--- src/rtl/inst_fetch_if.sv ---
// ---------------------------------------------------------------------------
// inst_fetch_if -- instruction-memory read bus between the fetch unit and
// the instruction memory.
//
//   imem_req    fetch -> mem   a read is pending
//   imem_addr   fetch -> mem   byte address of the pending read (word aligned)
//   imem_ready  mem -> fetch   imem_rdata is valid this cycle
//   imem_rdata  mem -> fetch   instruction word returned by memory
//
// master: the fetch unit.  slave: the memory (or a testbench model of it).
// ---------------------------------------------------------------------------
interface inst_fetch_if;
    logic        imem_req;
    logic [31:0] imem_addr;
    logic        imem_ready;
    logic [31:0] imem_rdata;

    modport master (
        output imem_req,
        output imem_addr,
        input  imem_ready,
        input  imem_rdata
    );

    modport slave (
        input  imem_req,
        input  imem_addr,
        output imem_ready,
        output imem_rdata
    );
endinterface

--- src/rtl/inst_fetch.sv ---
// ---------------------------------------------------------------------------
// inst_fetch -- two-state instruction fetch unit.
//
// FETCH requests the word at pc from instruction memory and registers it on
// imem_ready. HOLD presents that word to the decoder until it is retired
// (inst_ready), at which point pc advances to the sequential, jump or
// taken-branch target and the retired-instruction counter increments.
//
// Ports
//   clk         clock, all state on the rising edge
//   rstn        synchronous active-low reset
//   imem        instruction-memory bus (inst_fetch_if.master)
//   inst        held instruction word for the decoder
//   inst_valid  inst and pc are valid (HOLD state)
//   inst_ready  decoder retires inst this cycle
//   pc          address of the held / pending instruction
//   jump        decoded jump flag for the held instruction
//   branch      decoded beq flag for the held instruction
//   zero        ALU zero flag for the held instruction
//   retired     count of retired instructions (wraps)
// ---------------------------------------------------------------------------
module inst_fetch #(
    parameter logic [31:0] RESET_PC = 32'h0000_3000
) (
    input  logic                clk,
    input  logic                rstn,
    inst_fetch_if.master        imem,
    output logic [31:0]         inst,
    output logic                inst_valid,
    input  logic                inst_ready,
    output logic [31:0]         pc,
    input  logic                jump,
    input  logic                branch,
    input  logic                zero,
    output logic [31:0]         retired
);

    localparam logic [0:0] FETCH = 1'b0;
    localparam logic [0:0] HOLD  = 1'b1;

    // The PC only ever holds word addresses; forcing the low bits of the
    // reset value keeps imem_addr aligned even for an odd RESET_PC.
    localparam logic [31:0] RESET_PC_W = {RESET_PC[31:2], 2'b00};

    logic [0:0]  state;
    logic [31:0] pc4;
    logic [31:0] jump_tgt;
    logic [31:0] branch_tgt;
    logic [31:0] next_pc;
    logic signed [31:0] branch_off;

    // Sign-extended, word-scaled 16-bit branch displacement.
    function automatic logic signed [31:0] branch_disp(input logic [15:0] imm);
        branch_disp = signed'({{14{imm[15]}}, imm, 2'b00});
    endfunction

    always_comb begin
        pc4        = pc + 32'd4;
        jump_tgt   = {pc4[31:28], inst[25:0], 2'b00};
        branch_off = branch_disp(inst[15:0]);
        branch_tgt = pc4 + unsigned'(branch_off);
        if (jump) begin
            next_pc = jump_tgt;
        end else if (branch && zero) begin
            next_pc = branch_tgt;
        end else begin
            next_pc = pc4;
        end
    end

    // Outputs are gated by rstn so nothing is requested or presented while
    // reset is held, whatever state the FSM happens to be in.
    always_comb begin
        imem.imem_req  = rstn && (state == FETCH);
        imem.imem_addr = {pc[31:2], 2'b00};
        inst_valid     = rstn && (state == HOLD);
    end

    always_ff @(posedge clk) begin
        if (!rstn) begin
            state   <= FETCH;
            pc      <= RESET_PC_W;
            inst    <= 32'd0;
            retired <= 32'd0;
        end else begin
            case (state)
                FETCH: begin
                    if (imem.imem_ready) begin
                        inst  <= imem.imem_rdata;
                        state <= HOLD;
                    end
                end
                HOLD: begin
                    if (inst_ready) begin
                        pc      <= next_pc;
                        retired <= retired + 32'd1;
                        state   <= FETCH;
                    end
                end
                default: begin
                    state <= FETCH;
                end
            endcase
        end
    end

endmodule
--- src/flat_wrapper.sv ---
// flat-port wrapper written by rule: the top's interface ports become plain ports
module inst_fetch_flat 
#(
    parameter logic [31:0] RESET_PC = 32'h0000_3000
)
  (clk, rstn, inst, inst_valid, inst_ready, pc, jump, branch, zero, retired, imem_imem_req, imem_imem_addr, imem_imem_ready, imem_imem_rdata);
  inst_fetch_if imem_i ();
  input  logic clk;
  input  logic rstn;
  output logic [31:0] inst;
  output logic inst_valid;
  input  logic inst_ready;
  output logic [31:0] pc;
  input  logic jump;
  input  logic branch;
  input  logic zero;
  output logic [31:0] retired;
  output wire logic [$bits(imem_i.imem_req)-1:0] imem_imem_req;
  output wire logic [$bits(imem_i.imem_addr)-1:0] imem_imem_addr;
  input wire logic [$bits(imem_i.imem_ready)-1:0] imem_imem_ready;
  input wire logic [$bits(imem_i.imem_rdata)-1:0] imem_imem_rdata;
  assign imem_imem_req = imem_i.imem_req;
  assign imem_imem_addr = imem_i.imem_addr;
  assign imem_i.imem_ready = imem_imem_ready;
  assign imem_i.imem_rdata = imem_imem_rdata;
  inst_fetch #(.RESET_PC(RESET_PC)) u_core (.clk(clk), .rstn(rstn), .imem(imem_i), .inst(inst), .inst_valid(inst_valid), .inst_ready(inst_ready), .pc(pc), .jump(jump), .branch(branch), .zero(zero), .retired(retired));
endmodule
--- config.mk ---
export PLATFORM = sky130hd
export DESIGN_NAME = inst_fetch_flat
export DESIGN_NICKNAME = d
export VERILOG_FILES = /design/src/rtl/inst_fetch_if.sv /design/src/rtl/inst_fetch.sv /design/src/flat_wrapper.sv
export SDC_FILE = /design/constraint.sdc
export NUM_CORES = 1
export LEC_CHECK = 0
export ABC_AREA = 1
export ABC_CLOCK_PERIOD_IN_PS = 2900
export CELL_PAD_IN_SITES_DETAIL_PLACEMENT = 1
export CELL_PAD_IN_SITES_GLOBAL_PLACEMENT = 1
export CORE_MARGIN = 2
export CORE_UTILIZATION = 30
export CTS_BUF_LIST = sky130_fd_sc_hd__clkbuf_4
export CTS_CLUSTER_DIAMETER = 30
export DETAILED_ROUTE_END_ITERATION = 6
export MAX_ROUTING_LAYER = met4
export PLACE_DENSITY = 0.74
export SYNTH_ARGS = -nofsm -noshare
export SYNTH_HDL_FRONTEND = slang
export SYNTH_SLANG_ARGS = --single-unit
--- constraint.sdc ---
create_clock -name clk -period 2.9 [get_ports clk]
set_input_delay 0.58 -clock clk [delete_from_list [all_inputs] [get_ports clk]]
set_output_delay 0.58 -clock clk [all_outputs]
set_load 0.02 [all_outputs]
==> results.sh, run 1 <==
export IMPL_status="finished, violations left"
export IMPL_violations="negative setup slack"
export IMPL_finalSetupViolCount=2
export IMPL_slew_viol_final=0
export IMPL_die_h_um=164.3
export IMPL_cts_clk_slew_worst_paths_ns=0.17
export IMPL_synth_seq_cells=95
export IMPL_multi_input_area_um2=5505
export IMPL_final_setup_worst_slack_ns=-0.03616
export IMPL_synth_distinct_cells=41
export IMPL_routed_wl_mm=34.10
export IMPL_pwr_share_comb_pct=31.6
export IMPL_clockRootBuffer="clkbuf_4"
export IMPL_hold_worst_slack_ns=0.4886
export IMPL_num_vias=9323
export IMPL_worstPathArrival_ns=3.36
export IMPL_routedWlPerCell_um=18.11
export IMPL_netlist_area_um2=7709
export IMPL_drt_initial_drc_count=412
export IMPL_design_area_um2=11360
export IMPL_drtAntennaViolNets=0
export IMPL_fp_coreArea_um2=25180
export IMPL_fin_tns_setup_ns=-0.06331
export IMPL_seqPwrFrac_pct=42.1
export IMPL_rsz0062_at_grt="yes"
export IMPL_portBuffers=164
export IMPL_seq_area_frac_synth_pct=24.67
export IMPL_p_leak_nw=5.079
export IMPL_drc=0
export IMPL_syn_inst=1300
export IMPL_fillers=3295
export IMPL_synth_flop_cell="dfxtp_1"
export IMPL_grt_usage_pct=25.30
export IMPL_dpl_instance_area_um2=10220
export IMPL_grt_pass1_vias=9675
export IMPL_fin_cells=1883
export IMPL_viasPerCell=4.951
export IMPL_io_pins=169
export IMPL_intPower_w=0.002189
export IMPL_die_width_um=164.3
export IMPL_max_slew_margin_pct=59.03
export IMPL_yosysTopAreaCellShare_pct=24.67
export IMPL_rows=58
export IMPL_end_kind="flip-flop"
export IMPL_drt_first_pass_iters=4
export IMPL_ir_drop_v=0.0001789
export IMPL_crit_path_max_fanout=3
export IMPL_synth_area_leaders="dfxtp_1 (25%), nand2_1 (19%), inv_1 (8.7%)"
export IMPL_cp_required_ns=3.32
export IMPL_ys_warn_count=0
export IMPL_start_util_pct=30.61
export IMPL_setup_worst_path_class="flip-flop to flip-flop"
export IMPL_register_area_um2=1944
export IMPL_clock_latency_ns=0.50
export IMPL_cp_start_kind="flip-flop"
export IMPL_grt_overflow_total=0
export IMPL_period_share_pct=101.2
export IMPL_clkPwrFrac_pct=26.3
export IMPL_post_route_cells_drive_above_1_share_pct=21.20
export IMPL_synth_top_cell_by_area="dfxtp_1"
export IMPL_cts_hold_buf=0
export IMPL_grt_max_degree=37
export IMPL_dpl_cell_count=1841
export IMPL_antenna_found_initial=1
export IMPL_tightest_slew_ns=0.6138
export IMPL_clock_skew_final_ns=0.03462
export IMPL_cts_tree="yes"
export IMPL_crit_chain="buf_4, nand2_2, nor2_1, and2_1, nand3_1, o21bai_1, nand2_2, inv_1, ha_4, buf_4, nand2_2, nand2_1, nand2_1, nand2_1, o21bai_1, nor2_1, nand3_1, nand3_1, nand2_1, nand2_1, nand2_1"
export IMPL_powerDensity_nw_per_um2=299.5
export IMPL_hold_viol=0
export IMPL_maxCapViolCount=0
export IMPL_numCtsBuffers=9
export IMPL_place_congestion=0.9272
export IMPL_fmaxAchievable_mhz=340.6
export IMPL_dp_hpwl_mm=26.44
export IMPL_hold_class="flip-flop to flip-flop"
export IMPL_synth_edff_count=0
export IMPL_synthArstFlopShare_pct=0
export IMPL_cts_max_level=3
export IMPL_min_period_ns=2.936
export IMPL_cpMaxStageDelayCell="dfxtp_2"
export IMPL_clkSinkCount=95
export IMPL_power_switching_w=0.001214
export IMPL_crit_path_max_incr_delay_ns=0.38
export IMPL_worst_path_most_repeated_cell="nand2_1"
export IMPL_dieArea_um2=26990
export IMPL_p_sw_share_pct=35.68
export IMPL_cts_buffer_depth=2
export IMPL_avgSynthCellArea_um2=5.930
export IMPL_area_growth_pct=47.38
export IMPL_grt_pass1_wl_mm=51.39
export IMPL_power_total_w=0.003403
export IMPL_fin_nets=1625
[per-layer routing]
| layer | wire length, um | vias up | track usage (%) | part of all wire, % |
|---|---|---|---|---|
| li1 | - | 4557 | - | - |
| met1 | 15260 | 4526 | 30.86 | 45 |
| met2 | 16750 | 186 | 43.44 | 49 |
| met3 | 1274 | 54 | 3.561 | 3.7 |
| met4 | 813 | 0 | 7.177 | 2.4 |
| met5 | 0 | - | - | 0 |
[logic make-up (layout without fill, tap and decap cells)]
| kind of cell | count (synthesis) | in the layout | synth area share [%] |
|---|---|---|---|
| compound gates | 171 | 171 | 11.82 |
| other cells | 1 | 5 | 0.04865 |
| fa+ha+maj | 39 | 39 | 6.428 |
| xor+xnor | 32 | 32 | 3.636 |
| flops | 95 | 95 | 24.67 |
| simple gates | 717 | 717 | 39.81 |
| buf+inv | 245 | 494 | 13.59 |
[final timing paths]
kind | from | slack, ns | to | cells after the start
max | u_core.pc[14] | -0.04 | u_core.pc[27] | 21
min | u_core.inst[19] | 0.49 | u_core.inst[19] | 2
max reg2reg | u_core.pc[14] | -0.04 | u_core.pc[27] | 21
min reg2reg | u_core.inst[19] | 0.49 | u_core.inst[19] | 2
[cell usage after synthesis (6+ instances only)]
master	n
a21oi_1	76
or2_2	7
nor2_4	7
inv_1	178
dfxtp_1	95
clkbuf_1	28
nand3_1	92
o211ai_1	6
nand2_1	389
nand4_1	17
nor2_1	153
o21bai_1	7
o21ai_0	71
ha_1	38
nor3_1	19
nand2_2	8
xor2_1	27
buf_4	34
[through the flow]
step / util, % / setup slack [ns]
2_1_floorplan: - / 0.09914
3_3_place_gp: 40.60 / -0.3161
3_5_place_dp: 40.60 / -0.3252
4_1_cts: 41.95 / 0.001926
5_1_grt: 45.12 / -0.1501
6_report: 45.12 / -0.03616
[worst max-delay path, delay by kind of cell, from the launching register on]
| family | cells | cell delay (ns) |
|---|---|---|
| flip-flops | 1 | 0.38 |
| AO/OA/AOI/OAI | 2 | 0.38 |
| adder cells (fa/ha/maj) | 1 | 0.22 |
| AND/OR/NAND/NOR | 15 | 1.44 |
| buffers and inverters | 3 | 0.44 |
[power groups by stage]
| stage | combinational [W] | clock (W) | sequential, W |
|---|---|---|---|
| finish | 0.00108 | 0.000894 | 0.00143 |
| global route | 0.00117 | 0.000962 | 0.00144 |
| CTS | 0.000973 | 0.000909 | 0.00143 |
| detailed placement | 0.000955 | 0 | 0.00145 |
| global placement | 0.000938 | 0 | 0.00145 |
| floorplan | 0.000431 | 0 | 0.00152 |
[layout by cell type (no fill, tap or decap), types with 10 or more instances in the layout]
cell               n
dfxtp_2           13
nand2_2           32
nand4_1           17
nand3_1           82
ha_4              18
buf_4            129
a21oi_2           12
nand3_2           11
inv_1            175
dfxtp_1           75
xor2_1            16
nor2_4            17
clkdlybuf4s50_1  163
a21oi_1           63
nor3_1            12
clkbuf_4          10
ha_1              16
nor2_2            26
o21ai_0           69
nor2_1           121
nand2_1          363
[sequential cells by signal, indices dropped and copies added, names as in the netlist]
name            cells
u_core.retired     32
u_core.state        1
u_core.pc          30
u_core.inst        32
[final cells by class]
class	count	share of cell area, %
Sequential cell	95	17.11
Multi-Input combinational cell	963	48.46
Timing Repair Buffer	296	23.30
Tap cell	330	3.634
Inverter	182	6.013
Clock inverter	6	0.7930
Antenna cell	1	0.02203
Clock buffer	10	0.6608
[timing repair]
item,in CTS,in global routing
gates cloned,0,0
pin swaps,5,41
gates resized for setup,28,151
setup buffers,9,16
setup endpoints to repair,19,25
(Power assumes the default switching activity.)
==> run 2: changes to the inputs <==
--- a/config.mk
+++ b/config.mk
@@ -7,6 +7,7 @@
 export LEC_CHECK = 0
 export ABC_AREA = 1
 export ABC_CLOCK_PERIOD_IN_PS = 2900
+export CAP_MARGIN = 40
 export CELL_PAD_IN_SITES_DETAIL_PLACEMENT = 1
 export CELL_PAD_IN_SITES_GLOBAL_PLACEMENT = 1
 export CORE_MARGIN = 2
@@ -14,6 +15,7 @@
 export CTS_BUF_LIST = sky130_fd_sc_hd__clkbuf_4
 export CTS_CLUSTER_DIAMETER = 30
 export DETAILED_ROUTE_END_ITERATION = 6
+export GPL_TIMING_DRIVEN = 0
 export MAX_ROUTING_LAYER = met4
 export PLACE_DENSITY = 0.74
 export SYNTH_ARGS = -nofsm -noshare
==> run 2 against run 1 <==
Net effect:
- the flow still finishes with violations (negative setup slack)
- clock skew shrank 0.012 ns
- non-clock buffer count shrank 37
- via count shrank 1.5%
- fmax shrank 1.3%
- sequential cell count is the same
- worst setup slack lost 0.038 ns
- clock power shrank 17%
- core utilization shrank 0.52 points
- critical endpoint is now u_core.pc[29]
- largest cell class unchanged
==> results.sh, run 2 (synthesis gave the netlist of run 1 again) <==
export IMPL_status="finished, violations left"
export IMPL_violations="negative setup slack"
export IMPL_power_total_w=0.003233
export IMPL_drt_initial_drc_count=410
export IMPL_cp_required_ns=3.27
export IMPL_multi_input_area_um2=5715
export IMPL_die_h_um=164.3
export IMPL_fin_cells=1846
export IMPL_worstPathArrival_ns=3.34
export IMPL_hold_viol=0
export IMPL_top_regs="u_core.inst x32, u_core.retired x32, u_core.pc x30"
export IMPL_antenna_found_initial=1
export IMPL_tightest_slew_ns=0.8444
export IMPL_slew_viol_final=0
export IMPL_clkPwrFrac_pct=22.9
export IMPL_path_buf_inv=2
export IMPL_cpMaxStageDelayCell="dfxtp_2"
export IMPL_grt_usage_pct=24.91
export IMPL_rsz0062_at_grt="yes"
export IMPL_pwr_share_comb_pct=32.0
export IMPL_worst_path_most_repeated_cell="nand2_1"
export IMPL_io_pins=169
export IMPL_crit_path_max_incr_delay_ns=0.42
export IMPL_place_worst_setup_slack_ns=-0.7677
export IMPL_routedWlPerCell_um=18.18
export IMPL_cts_max_level=3
export IMPL_cts_clk_slew_worst_paths_ns=0.15
export IMPL_p_leak_nw=4.921
export IMPL_grt_max_degree=21
export IMPL_dieArea_um2=26990
export IMPL_clock_skew_final_ns=0.02256
export IMPL_fillers=3225
export IMPL_hold_worst_slack_ns=0.4869
export IMPL_rows=58
export IMPL_crit_family="simple AND/OR/NAND/NOR gates"
export IMPL_start_util_pct=30.61
export IMPL_maxCapViolCount=0
export IMPL_fp_coreArea_um2=25180
export IMPL_portBuffers=163
export IMPL_routed_wl_mm=33.56
export IMPL_drc=0
export IMPL_hold_class="flip-flop to flip-flop"
export IMPL_powerDensity_nw_per_um2=287.9
export IMPL_place_congestion=0.9348
export IMPL_final_common_cell="nand2_1"
export IMPL_grt_overflow_total=0
export IMPL_p_sw_share_pct=36.35
export IMPL_clockRootBuffer="clkbuf_4"
export IMPL_fmaxAchievable_mhz=336.2
export IMPL_drt_first_pass_iters=5
export IMPL_clock_latency_ns=0.45
export IMPL_clkSinkCount=95
export IMPL_max_slew_margin_pct=43.71
export IMPL_intPower_w=0.002057
export IMPL_num_vias=9185
export IMPL_cts_hold_buf=0
export IMPL_end_kind="flip-flop"
export IMPL_fin_nets=1588
export IMPL_final_setup_worst_slack_ns=-0.07432
export IMPL_cts_buffer_depth=2
export IMPL_post_route_cells_drive_above_1_share_pct=20.40
export IMPL_fin_tns_setup_ns=-0.08522
export IMPL_cp_start_kind="flip-flop"
export IMPL_cts_tree="yes"
export IMPL_die_width_um=164.3
export IMPL_grt_pass1_wl_mm=50.83
export IMPL_dp_hpwl_mm=26.27
export IMPL_ir_drop_v=0.0002018
export IMPL_area_growth_pct=45.67
export IMPL_crit_chain="nand2_1, nor2_1, nand2_1, nor2_4, nand3_2, xor2_4, buf_12, ha_4, nand2_2, nor2_2, buf_4, nand2_1, nor2_1, nand2_1, nand2_1, nand2_1, nand3_2, nand2_1, nand2_1, nand2_1"
export IMPL_power_switching_w=0.001175
export IMPL_drtAntennaViolNets=0
export IMPL_finalSetupViolCount=2
export IMPL_dpl_cell_count=1798
export IMPL_seqPwrFrac_pct=45.1
export IMPL_period_share_pct=102.6
export IMPL_min_period_ns=2.974
export IMPL_crit_path_max_fanout=5
export IMPL_setup_worst_path_class="flip-flop to flip-flop"
export IMPL_numCtsBuffers=9
export IMPL_final_cell_mix="nand2_1 (343), inv_1 (165), clkdlybuf4s50_1 (163), nor2_1 (121), nand3_1 (75)"
export IMPL_register_area_um2=1978
export IMPL_viasPerCell=4.976
export IMPL_grt_pass1_vias=9297
==> run 2: stage by stage <==
step | area, um2 | utilization (%)
final | 11230 | 44.59
after global routing | 11230 | 44.59
after CTS | 10400 | 41.31
after detailed placement | 9789 | 38.88
after global placement | 9767 | 38.79
after floorplan | 7722 | -
==> run 2: worst reg2reg max path: cells and delay by family (launching register included) <==
kind | cells | cell delay (ns)
XOR/XNOR | 1 | 0.19
adder cells (fa/ha/maj) | 1 | 0.27
buffers and inverters | 2 | 0.29
flip-flops | 1 | 0.42
AND/OR/NAND/NOR | 16 | 1.72
==> run 2: area by class of cell <==
type | instances | share of cell area (%)
Antenna cell | 1 | 0.02228
Buffer | 62 | 3.209
Clock buffer | 10 | 0.6685
Clock inverter | 6 | 0.5460
Inverter | 182 | 6.128
Multi-Input combinational cell | 963 | 50.90
Sequential cell | 95 | 17.62
Tap cell | 330 | 3.677
Timing Repair Buffer | 197 | 17.24
==> run 2: timing repair <==
| item | in CTS | in global routing |
|---|---|---|
| pin swaps | 15 | 53 |
| setup endpoints to repair | 23 | 22 |
| hold endpoints to repair | 0 | 0 |
| setup buffers | 11 | 21 |
| gates resized for setup | 99 | 157 |
==> run 2: power groups by stage <==
stage / clock [W] / combinational, W / sequential (W)
after floorplan: 0 / 0.000431 / 0.00152
after global placement: 0 / 0.000845 / 0.00149
after detailed placement: 0 / 0.000872 / 0.00149
after CTS: 0.000760 / 0.000922 / 0.00146
after global routing: 0.000806 / 0.00112 / 0.00147
final: 0.000739 / 0.00103 / 0.00146
==> run 2: final timing paths <==
| check | slack (ns) | cells past startpoint | startpoint | to |
|---|---|---|---|---|
| worst max register to register | -0.07 | 20 | u_core.pc[10] | u_core.pc[29] |
| worst min-delay path | 0.49 | 2 | u_core.inst[18] | u_core.inst[18] |
| worst max-delay path | -0.07 | 20 | u_core.pc[10] | u_core.pc[29] |
| worst min register to register | 0.49 | 2 | u_core.inst[18] | u_core.inst[18] |
==> run 2: per-layer routing <==
layer | share of wire, % | up-vias | global-route usage [%] | wire (um)
li1 | - | 4492 | - | -
met2 | 49 | 203 | 43.21 | 16600
met5 | 0 | - | - | 0
met1 | 44 | 4435 | 30.97 | 14710
met3 | 4.0 | 55 | 2.778 | 1337
met4 | 2.7 | 0 | 5.781 | 919
==> run 3: changes to the inputs <==
--- a/config.mk
+++ b/config.mk
@@ -18,6 +18,8 @@
 export GPL_TIMING_DRIVEN = 0
 export MAX_ROUTING_LAYER = met4
 export PLACE_DENSITY = 0.74
+export RECOVER_POWER = 50
+export SKIP_CTS_REPAIR_TIMING = 1
 export SYNTH_ARGS = -nofsm -noshare
 export SYNTH_HDL_FRONTEND = slang
 export SYNTH_SLANG_ARGS = --single-unit
==> constraint.sdc (replaced) <==
create_clock -name clk -period 2.9 [get_ports clk]
set_input_delay 0.58 -clock clk [delete_from_list [all_inputs] [get_ports clk]]
set_output_delay 0.58 -clock clk [all_outputs]
set_load 0.005 [all_outputs]
==> run 3 against run 2 <==
Net effect:
- the run still ends with negative setup slack left
- sequential cell count stayed put
- first-iteration DRC count is 3.4% higher
- fmax is 0.64% lower
- register-to-register slack worse by 0.02 ns
- clock power is 4.6% higher
- largest cell class unchanged
- total power is 2.6% lower
- clock skew is 0.015 ns higher
- largest power group unchanged
- critical path depth is 2 lower
- critical endpoint is now u_core.pc[26]
==> results.sh, run 3 (synthesis gave the netlist of run 1 again) <==
export IMPL_dp_hpwl_mm=26.42
export IMPL_cts_clk_slew_worst_paths_ns=0.18
export IMPL_seqPwrFrac_pct=46.1
export IMPL_grt_pass1_vias=9112
export IMPL_io_pins=169
export IMPL_power_switching_w=0.001104
export IMPL_grt_max_degree=21
export IMPL_finalSetupViolCount=6
export IMPL_cts_max_level=3
export IMPL_pwr_share_comb_pct=29.4
export IMPL_drt_first_pass_iters=4
export IMPL_hold_viol=0
export IMPL_fin_nets=1594
export IMPL_intPower_w=0.002046
export IMPL_clockRootBuffer="clkbuf_4"
export IMPL_max_slew_margin_pct=48.76
export IMPL_hold_worst_slack_ns=0.4830
export IMPL_crit_path_max_incr_delay_ns=0.40
export IMPL_place_worst_setup_slack_ns=-0.8681
export IMPL_routed_wl_mm=33.37
export IMPL_place_congestion=0.9419
export IMPL_numCtsBuffers=9
export IMPL_crit_family="simple AND/OR/NAND/NOR gates"
export IMPL_clkPwrFrac_pct=24.5
export IMPL_setup_worst_path_class="flip-flop to flip-flop"
export IMPL_cp_start_kind="flip-flop"
export IMPL_p_leak_nw=4.961
export IMPL_drc=0
export IMPL_clock_latency_ns=0.48
export IMPL_rows=58
export IMPL_period_share_pct=103.2
export IMPL_dpl_instance_area_um2=9787
export IMPL_crit_path_max_fanout=5
export IMPL_routedWlPerCell_um=18.01
export IMPL_dieArea_um2=26990
export IMPL_end_kind="flip-flop"
export IMPL_worst_path_most_repeated_cell="nand2_1"
export IMPL_fmaxAchievable_mhz=334.1
export IMPL_final_common_cell="nand2_1"
export IMPL_p_sw_share_pct=35.05
export IMPL_violations="negative setup slack"
export IMPL_status="finished, violations left"
export IMPL_ir_drop_v=0.0001834
export IMPL_grt_overflow_total=0
export IMPL_final_setup_worst_slack_ns=-0.09343
export IMPL_design_area_um2=11090
export IMPL_clock_skew_final_ns=0.03764
export IMPL_post_route_cells_drive_above_1_share_pct=18.93
export IMPL_die_width_um=164.3
export IMPL_cpMaxStageDelayCell="dfxtp_4"
export IMPL_rsz0062_at_grt="yes"
export IMPL_grt_pass1_wl_mm=49.74
export IMPL_antenna_found_initial=2
export IMPL_min_period_ns=2.993
export IMPL_fillers=3275
export IMPL_cp_required_ns=3.26
export IMPL_clkSinkCount=95
export IMPL_cts_buffer_depth=2
export IMPL_maxCapViolCount=0
export IMPL_grt_usage_pct=24.42
export IMPL_tightest_slew_ns=0.7686
export IMPL_drt_initial_drc_count=424
export IMPL_crit_chain="nand2_1, nor2_2, nand2_2, inv_1, nand3_2, nor2_4, xor2_2, ha_4, nand2_1, inv_1, nand2_1, nand2_1, a21oi_1, nand4_1, nand3_1, nand2_2, nand2_1, nand2_1"
export IMPL_worstPathArrival_ns=3.35
export IMPL_path_buf_inv=2
export IMPL_final_cell_mix="nand2_1 (346), inv_1 (172), clkdlybuf4s50_1 (149), nor2_1 (129), nand3_1 (77)"
export IMPL_portBuffers=163
export IMPL_viasPerCell=4.955
export IMPL_slew_viol_final=0
export IMPL_hold_class="flip-flop to flip-flop"
export IMPL_num_vias=9181
export IMPL_die_h_um=164.3
export IMPL_top_regs="u_core.inst x32, u_core.retired x32, u_core.pc x30"
export IMPL_drtAntennaViolNets=0
export IMPL_area_growth_pct=43.84
export IMPL_powerDensity_nw_per_um2=284.0
export IMPL_fp_coreArea_um2=25180
export IMPL_start_util_pct=30.61
export IMPL_cts_tree="yes"
==> run 3: cell types whose count changed in the layout (fill, tap and decap cells not counted), sizes merged <==
| cell | delta |
|---|---|
| buf | +6 |
| clkbuf | -1 |
| clkdlybuf4s50 | -14 |
| clkinv | -1 |
| diode | +1 |
| dlygate4sd3 | +14 |
| inv | +2 |
==> run 3: layout make-up <==
type                       count  area, um2  area share [%]
clock inverter                 7      77.57          0.6996
timing repair buffer         203       1952           17.60
clock buffer                   9      67.56          0.6093
sequential                    95       1976           17.82
multi-input combinational    963       5553           50.08
tap                          330      412.9           3.724
antenna                        2      5.005         0.04514
buffer                        62      360.3           3.250
inverter                     182      684.4           6.172
==> run 3: path summary, 6_finish.rpt <==
path                         from  cells past startpoint  slack, ns              end
setup reg to reg     u_core.pc[5]                     18      -0.09    u_core.pc[26]
setup / recovery     u_core.pc[5]                     18      -0.09    u_core.pc[26]
hold / removal    u_core.inst[19]                      2       0.48  u_core.inst[19]
hold reg to reg   u_core.inst[19]                      2       0.48  u_core.inst[19]
==> run 3: worst min-delay path, cell delays in order (launching register included) <==
cell     delay [ns]
dfxtp_1        0.33
inv_1          0.06
a21oi_1        0.05
==> run 3: power by group through the flow <==
stage	logic (W)	clock network, W	registers, W
CTS	0.000786	0.000797	0.00146
floorplan	0.000405	0	0.00145
global placement	0.000755	0	0.00149
finish	0.000927	0.000773	0.00145
detailed placement	0.000780	0	0.00149
global route	0.00101	0.000845	0.00146
==> run 3: layer usage <==
metal / part of all wire (%) / wire length, um / track usage, % / up-vias
met5: 0 / 0 / - / -
met4: 3.0 / 996 / 5.383 / 0
met3: 4.6 / 1526 / 3.005 / 55
met2: 49 / 16330 / 41.86 / 208
met1: 43 / 14510 / 30.72 / 4422
li1: - / - / - / 4496
==> run 3: per-stage QoR <==
step                      utilization, %  instances  total power (W)  setup TNS [ns]
final                              44.03       1853         0.003150         -0.1984
after global routing               44.03       1853         0.003317          -2.680
after CTS                          39.44       1814         0.003042          -13.12
after detailed placement           38.87       1798         0.002267          -11.91
after global placement             38.78       1796         0.002248          -10.12
after floorplan                        -       1303         0.001858               0
